`config.mk`:
```
export PLATFORM = sky130hd
export DESIGN_NAME = pcs_slip_ctrl
export DESIGN_NICKNAME = d
export VERILOG_FILES = /design/src/rtl/pcs_slip_ctrl.sv
export SDC_FILE = /design/constraint.sdc
export NUM_CORES = 1
export LEC_CHECK = 0
export ABC_AREA = 1
export CAP_MARGIN = 20
export CORE_ASPECT_RATIO = 1.2
export CORE_UTILIZATION = 40
export DETAILED_ROUTE_END_ITERATION = 16
export PLACE_DENSITY_LB_ADDON = 0.25
export SYNTH_ARGS = -nofsm -noshare
export SYNTH_HDL_FRONTEND = slang
export SYNTH_SLANG_ARGS = --single-unit
export TNS_END_PERCENT = 50
```
`constraint.sdc`:
```
create_clock -name clk -period 2.1 [get_ports clk]
set_input_delay 0.42 -clock clk [delete_from_list [all_inputs] [get_ports clk]]
set_output_delay 0.42 -clock clk [all_outputs]
set_load 0.005 [all_outputs]
```
`src/rtl/pcs_slip_ctrl.sv`:
```
// PCS gearbox bit-slip controller: advances the block alignment offset on each
// slip request, blanks header validity while the gearbox settles, and flags a full sweep without lock.
module pcs_slip_ctrl #(
    parameter int unsigned HEAD_W     = 2,
    parameter int unsigned DATA_W     = 64,
    parameter int unsigned SETTLE_CYC = 2
) (
    input  logic       clk,
    input  logic       reset,
    input  logic       signal_ok_i,
    input  logic       slip_req_i,
    input  logic       lock_i,
    output logic [6:0] offset_o,
    output logic       offset_upd_o,
    output logic       valid_o,
    output logic       slip_done_o,
    output logic       sweep_fail_o
);

    localparam int unsigned BLOCK_W = HEAD_W + DATA_W;
    localparam int unsigned OFF_W   = 7;
    localparam int unsigned CNT_W   = 7;
    localparam int unsigned SET_W   = 4;

    localparam logic [2:0] ST_IDLE   = 3'd0;
    localparam logic [2:0] ST_RUN    = 3'd1;
    localparam logic [2:0] ST_SHIFT  = 3'd2;
    localparam logic [2:0] ST_SETTLE = 3'd3;
    localparam logic [2:0] ST_DONE   = 3'd4;

    logic [2:0]       state;
    logic [2:0]       state_n;
    logic [OFF_W-1:0] offset_n;
    logic [CNT_W-1:0] slip_cnt;
    logic [CNT_W-1:0] slip_cnt_n;
    logic [SET_W-1:0] settle_cnt;
    logic [SET_W-1:0] settle_cnt_n;

    // Next-state and next-value logic; signal loss overrides every transition.
    always_comb begin
        state_n      = state;
        offset_n     = offset_o;
        slip_cnt_n   = slip_cnt;
        settle_cnt_n = settle_cnt;
        if (!signal_ok_i) begin
            state_n    = ST_IDLE;
            slip_cnt_n = '0;
        end else begin
            case (state)
                ST_IDLE: begin
                    state_n    = ST_RUN;
                    slip_cnt_n = '0;
                end
                ST_RUN: begin
                    if (slip_req_i) begin
                        state_n    = ST_SHIFT;
                        offset_n   = (offset_o == OFF_W'(BLOCK_W - 1)) ? '0 : offset_o + OFF_W'(1);
                        slip_cnt_n = slip_cnt + CNT_W'(1);
                    end else if (lock_i) begin
                        slip_cnt_n = '0;
                    end
                end
                ST_SHIFT: begin
                    state_n      = ST_SETTLE;
                    settle_cnt_n = SET_W'(SETTLE_CYC - 1);
                end
                ST_SETTLE: begin
                    if (settle_cnt == '0) begin
                        state_n = ST_DONE;
                    end else begin
                        settle_cnt_n = settle_cnt - SET_W'(1);
                    end
                end
                ST_DONE: begin
                    state_n = ST_RUN;
                    if (slip_cnt == CNT_W'(BLOCK_W)) begin
                        slip_cnt_n = '0;
                    end
                end
                default: begin
                    state_n = ST_IDLE;
                end
            endcase
        end
    end

    // Outputs are registered decodes of the state being entered.
    always_ff @(posedge clk) begin
        if (reset) begin
            state        <= ST_IDLE;
            offset_o     <= '0;
            slip_cnt     <= '0;
            settle_cnt   <= '0;
            valid_o      <= 1'b0;
            offset_upd_o <= 1'b0;
            slip_done_o  <= 1'b0;
            sweep_fail_o <= 1'b0;
        end else begin
            state        <= state_n;
            offset_o     <= offset_n;
            slip_cnt     <= slip_cnt_n;
            settle_cnt   <= settle_cnt_n;
            valid_o      <= (state_n == ST_RUN);
            offset_upd_o <= (state_n == ST_SHIFT);
            slip_done_o  <= (state_n == ST_DONE);
            sweep_fail_o <= (state_n == ST_DONE) && (slip_cnt_n == CNT_W'(BLOCK_W));
        end
    end

endmodule

```
Word-level counts from Yosys, hierarchy flattened
Index checks and enable logic that the tools add are counted.
Widths: inputs -> output; s select.

cells by class
  eq/ne operators = 11
  add/subtract/negate cells = 3
  shift operators = 0
  div/mod/pow operators = 0
  multiplexer cells = 12
  reductions and logical operators = 7
  bitwise logic cells = 0
  $lt $le $gt $ge = 0
  multipliers = 0

operators by type and width
  kind                 count
  $mux 7               5
  $eq 7x7->1 const B   3
  $pmux 7 s3           1
  $add 7x1->7 const B  2
  $pmux 3 s4           1
  $eq 3x2->1 const B   3
  $mux 3               3
  $pmux 4 s2           1
  $eq 3x1->1 const B   2
  $eq 3x3->1 const B   2
  $reduce_and 3->1     2
  $logic_not 4->1      1
  $mux 4               1
  $sub 4x1->4 const B  1
  $logic_not 3->1      1
  $ne 2x2->1 const B   1
  $reduce_bool 2->1    1
  $reduce_or 2->1      1
  $logic_and 1x1->1    1

word-level totals
  RAM bits = 0
  logic and storage cells = 41
  register bits after elaboration = 25
  input port bits = 5
  memories = 0
  ROM bits = 0
  latch bits = 0
  output and inout port bits = 11

Logic depth before layout (Yosys ltp)
Gate-level depths: netlist (run 1).

  depth after elaboration = 6
  gate-level depth with buffers = 11
  gate-level depth less buffers = 11

Worst setup path after synthesis (run 1)
No wires, ideal clock.

  path type = input -> register
  start = input port slip_req_i
  end = register sweep_fail_o
  arrival time = 1203 ps
  library setup time = 112 ps
  slack = 785 ps
  buffers on the path = 1
  cell stages on the path = 10
  required time = 1988 ps
  path through = buf_4 > inv_1 > nand2_1 > inv_1 > nor2_1 > o21ai_0 > o21ai_0 > inv_1 > nand4_1 > nor2_1

on the way
  cells in the longest elaborated chain, start to end = 5
  elaborated cells on any way between the ends = 9
  those cells by class = 2 x eq/ne; 6 x mux; 1 x reduce/logical

ends and longest elaborated chain
  element                                   line  source
  start, declared                           11    input logic slip_req_i,
  $mux 7 or $mux 3 (tied branches)          55    if (slip_req_i) begin
  $pmux 7 s3 or $pmux 3 s4 (tied branches)  49    case (state)
  $mux 7 or $mux 3 (tied branches)          45    if (!signal_ok_i) begin
  $eq 7x7->1 or $eq 3x3->1 (tied branches)  106   sweep_fail_o <= (state_n == ST_DONE) && (slip_cnt_n == CNT_W'(BLOCK_W));
  $logic_and 1x1->1 *                       106
  end signal, assigned                      106
  end, declared                             17    output logic sweep_fail_o

Every way passes the cells marked *; elsewhere a longest branch is shown, timed or not.
A chain may end at the register's enable or synchronous reset.

Final worst setup path (run 1)
  start = register offset_o[3]
  end = output port offset_o[3]

RTL lines
  element                 line  source
  start, declared         13    output logic [6:0] offset_o,
  start signal, assigned  100   offset_o <= offset_n;

No word-level cell between the ends.

==> results of run 1 <==
path summary, 6_finish.rpt:
kind / start / endpoint / cells past startpoint
max: offset_o[3]$_SDFFE_PP0P_ / offset_o[3] / 1
min: settle_cnt[0]$_SDFFE_PP0P_ / settle_cnt[0]$_SDFFE_PP0P_ / 2
max reg2reg: slip_cnt[1]$_SDFF_PP0_ / sweep_fail_o$_SDFF_PP0_ / 9
min reg2reg: settle_cnt[0]$_SDFFE_PP0P_ / settle_cnt[0]$_SDFFE_PP0P_ / 2
registers in the layout, indices dropped and copies added (netlist names):
name and flops:
slip_cnt 7, offset_o 7, state 3, sweep_fail_o 1
valid_o 1, settle_cnt 4, slip_done_o 1, offset_upd_o 1
layer usage:
metal | track usage [%] | vias up | wire, microns
met5 | 0 | - | 0
met4 | 6.402 | 0 | 37
met3 | 1.149 | 4 | 55
met2 | 29.26 | 18 | 1382
met1 | 20.52 | 561 | 1429
li1 | - | 708 | -
metrics by stage:
stage                     instances  utilization (%)  setup WS, ns
after CTS                       266            50.06        0.4069
final                           266            50.06        0.4262
after floorplan                 209                -        0.7853
after global placement          262            48.68        0.2318
after detailed placement        262            48.68        0.2469
after global routing            266            50.06        0.3510
layout make-up:
class	instances	area, sq um	share of cell area, %
Timing Repair Buffer	18	172.7	10.24
Tap cell	37	46.29	2.747
Multi-Input combinational cell	150	798.3	47.36
Sequential cell	25	500.5	29.70
Clock buffer	3	41.29	2.450
Inverter	32	121.4	7.201
Clock inverter	1	5.005	0.2970
cell usage in the layout, fill, tap and decap left out, types with 3 or more instances in the layout:
master           netlist  routed
o21ai_0                8       8
inv_1                 31      31
nand4_1                4       4
a21oi_1               10      10
nor2_1                28      28
dfxtp_1               25      25
nor2_4                 4       4
nand3_1               17      17
nor3_1                 8       8
clkbuf_8               0       3
nand2_1               48      48
buf_4                  1       3
ha_1                   6       6
clkdlybuf4s50_1        0      15
logic make-up after synthesis:
kind of cell	share of synthesized area [%]
AO/OA/AOI/OAI	8.305
flip-flops	34.97
adder cells (fa/ha/maj)	5.245
AND/OR/NAND/NOR	41.00
buffers and inverters	9.265
XOR/XNOR	1.224
where the power goes:
part	internal, mW	switching, mW	leakage (nW)
logic	0.0310	0.0470	0.488
clock network	0.132	0.144	0.0255
registers	0.480	0.00630	0.202
total	0.644	0.197	0.715
==> metrics.csv, run 1 <==
metric,value,unit
drc,0,
syn_area_per_cell,6.849,sq um
dp_hpwl,2300,microns
cts_tree,done,
layout-drive-gt1-share,9.170,%
skew,0.006395,ns
synth_fp_nets,220,
worstMarginPinSlew,0.3424,ns
crit_type,flip-flop to output pin,
cts_resized,0,
fin_crit_sh,79.70,%
synthCells,209,
root_buffer,clkbuf_8,
wl_per_cell,10.92,microns
first_global_vias,1151,
antenna_found_initial,0,
nNetsFinal,241,
area_delta_synth_final,17.74,%
fin_area,0.001685,sq mm
r2r_setup_slack,0.64,ns
start_kind,flip-flop,
p_leak,0.7151,nW
drtIter0Drc,41,
clk_latency,0.27,ns
diodes,0,
synth_area_leaders,"dfxtp_1, nand2_1, inv_1",
cts_setup_buffers,0,
nFillCells,339,
min_period,1.674,ns
timing.critical_path.buf_inv,1,
p_per_area,499.1,mW/mm^2
path_cells,clkdlybuf4s50_1,
power,0.8411,mW
clock.fmax,597.4,MHz
worstPathArrival,1.25,ns
grt_max_degree,15,
required,1.68,ns
yosysMostFrequentCell,nand2_1,
clk_path_buf_depth,2,
fp.coreArea,0.003367,sq mm
overflow,0,
crit_fanout,7,
synth_ff_type,dfxtp_1,
ys_warn_count,0,
placed_cell_area,0.001639,sq mm
netlist_area,0.001431,sq mm
maxSlewViolCount,0,
synthArstFlopShare,0,%
end_kind,output pin,
yosys.cell_types.count,27,
vias,1291,
cts_sinks,25,
status,"finished, final reports clean",
htree_levels,1,
die_h,67.53,microns
crit_slowest_cell,clkdlybuf4s50_1,
tns,0,ns
dieArea,0.003823,sq mm
track_usage,16.34,%
gp_congestion,0.8812,
max_slew_margin,76.97,%
ir_worst_vdd,0.0003521,V
cp_top_family,buffers and inverters,
yosys-top-cells-count,"nand2_1, inv_1, nor2_1, dfxtp_1, nand3_1",
wirelength,2904,microns
start_util,42.51,%
cp_slowest_stage_delay,0.55,ns
synth_seq_cells,25,
netlist.area_leader.share,34.97,%
numCtsBuffers,3,
die_x,56.61,microns
rsz0062_at_grt,false,
port_buffers,15,
synth_edf_count,0,
ios,16,
yosysTopAreaCell,dfxtp_1,
cts_hold_buf,0,
grt_pass1_wl,4864,microns
avgViaCountPerCell,4.853,
row_count,23,
whs,0.4878,ns
setup_viol,0,
drv_cap,0,
clk_pin_slew,0.08,ns
firstDrtPassIters,4,
hold_violations,0,
ys_seq_area_share,34.97,%
hold_class,flip-flop to flip-flop,
postRouteAntennaNets,0,
Note: power is estimated with default switching activity, not from simulation.
==> inputs of run 2 (changes only) <==
==> constraint.sdc (replaced) <==
create_clock -name clk -period 1.38 [get_ports clk]
set_input_delay 0.276 -clock clk [delete_from_list [all_inputs] [get_ports clk]]
set_output_delay 0.276 -clock clk [all_outputs]
set_load 0.005 [all_outputs]
==> metrics.csv, run 2 (same netlist as run 1, synthesis figures left out) <==
metric,value,unit,change
status,"finished, final reports clean",,unchanged
tns,0,ns,unchanged
die_h,67.53,microns,unchanged
dp.cells,285,,was 262
start_util,42.51,%,unchanged
p_leak,0.9856,nW,was 0.7151 nW
worstMarginPinSlew,0.3114,ns,was 0.3424 ns
skew,0.006891,ns,was 0.006395 ns
worstPathArrival,1.57,ns,was 1.25 ns
clock.fmax,731.3,MHz,
layout-drive-gt1-share,34.36,%,was 9.170%
cts_sinks,25,,unchanged
grt_max_degree,14,,was 15
crit_type,flip-flop to flip-flop,,was flip-flop to output pin
min_period,1.367,ns,
fp.coreArea,0.003367,sq mm,unchanged
vias,1427,,was 1291
rr_worst_depth,9,,unchanged
clk_latency,0.27,ns,about the same
grt_pass1_wl,5409,microns,was 4864 microns
hold_violations,0,,unchanged
start_kind,flip-flop,,unchanged
crit_fanout,3,,was 7
required,1.58,ns,was 1.68 ns
fin_crit_sh,99.09,%,
avgViaCountPerCell,4.821,,was 4.853
final_cell_mix,"nand2_1, buf_4, inv_1",,"was nand2_1, inv_1, nor2_1"
firstDrtPassIters,4,,unchanged
top_regs,"offset_o x7, slip_cnt x7, settle_cnt x4",,unchanged
final_common_cell,nand2_1,,unchanged
track_usage,17.97,%,was 16.34%
wirelength,3341,microns,was 2904 microns
fin_util,60.61,%,was 50.06%
cts_tree,done,,unchanged
ios,16,,unchanged
row_count,23,,unchanged
drtIter0Drc,48,,was 41
instances_no_fill,296,,was 266
worstHoldPathCells,2,,unchanged
overflow,0,,unchanged
drv_cap,0,,unchanged
wl_per_cell,11.29,microns,was 10.92 microns
root_buffer,clkbuf_8,,unchanged
dp_hpwl,2458,microns,was 2300 microns
max_slew_margin,79.06,%,was 76.97%
clk_pin_slew,0.09,ns,was 0.08 ns
diodes,0,,unchanged
clk_path_buf_depth,2,,unchanged
port_buffers,15,,unchanged
end_kind,flip-flop,,was output pin
drc,0,,unchanged
ir_worst_vdd,0.0004479,V,was 0.0003521 V
hold_class,flip-flop to flip-flop,,unchanged
p_per_area,648.1,mW/mm^2,was 499.1 mW/mm^2
first_global_vias,1247,,was 1151
antenna_found_initial,0,,unchanged
dieArea,0.003823,sq mm,unchanged
area_delta_synth_final,42.57,%,was 17.74%
postRouteAntennaNets,0,,unchanged
maxSlewViolCount,0,,unchanged
nNetsFinal,271,,was 241
die_x,56.61,microns,unchanged
setup_viol,0,,unchanged
gp_congestion,0.8761,,was 0.8812
rsz0062_at_grt,true,,was false
htree_levels,1,,unchanged
numCtsBuffers,3,,unchanged
## run 2: path summary, 6_finish.rpt
path	from	to	slack [ns]
setup / recovery	state[1]$_SDFF_PP0_	sweep_fail_o$_SDFF_PP0_	0.01
hold / removal	settle_cnt[0]$_SDFFE_PP0P_	settle_cnt[0]$_SDFFE_PP0P_	0.48
setup reg to reg	state[1]$_SDFF_PP0_	sweep_fail_o$_SDFF_PP0_	0.01
hold reg to reg	settle_cnt[0]$_SDFFE_PP0P_	settle_cnt[0]$_SDFFE_PP0P_	0.48
## run 2: metal layers
metal  vias to the layer above  part of all wire [%]  track usage (%)
li1                        763                     -                -
met1                       644                    45            22.48
met2                        16                    52            32.21
met3                         4                   1.8            1.724
met4                         0                  0.87            6.402
met5                         -                     0                0
## run 2: power breakdown
group	switching, mW	internal, mW
sequential	0.00835	0.723
combinational	0.0858	0.0762
clock	0.223	0.206
## run 2: cell type report
cell class                 count  area, sq um
sequential                    25        529.3
multi-input combinational    150        895.9
clock buffer                   4        45.04
inverter                      32        121.4
fill                         305         1326
timing repair buffer          48        402.9
tap                           37        46.29
## run 2: critical path, stage by stage, from the launching register on
cell and delay, ns:
dfxtp_2 0.34, inv_1 0.13, nand2_1 0.13, nor2_2 0.17
nand3_2 0.10, nand3_2 0.07, nand2_2 0.07, nor2_2 0.11
nand3_1 0.07, nor2_1 0.12
## run 2: through the flow
step	hold slack (ns)	instance area (sq um)	worst slack, ns	power (mW)
after floorplan	0.3531	1431	0.09460	0.8284
after global routing	0.5215	2041	-0.08201	1.379
after CTS	0.4825	1906	-0.02889	1.323
after global placement	0.4630	1812	-0.3458	0.9059
final	0.4803	2041	0.01257	1.323
after detailed placement	0.4707	1812	-0.3176	0.9056
## run 2: timing repair
action,CTS,global route
pin swaps,0,17
setup endpoints to repair,8,21
resized for setup,20,40
cloned,0,0
setup buffers,4,3
hold buffers,0,0
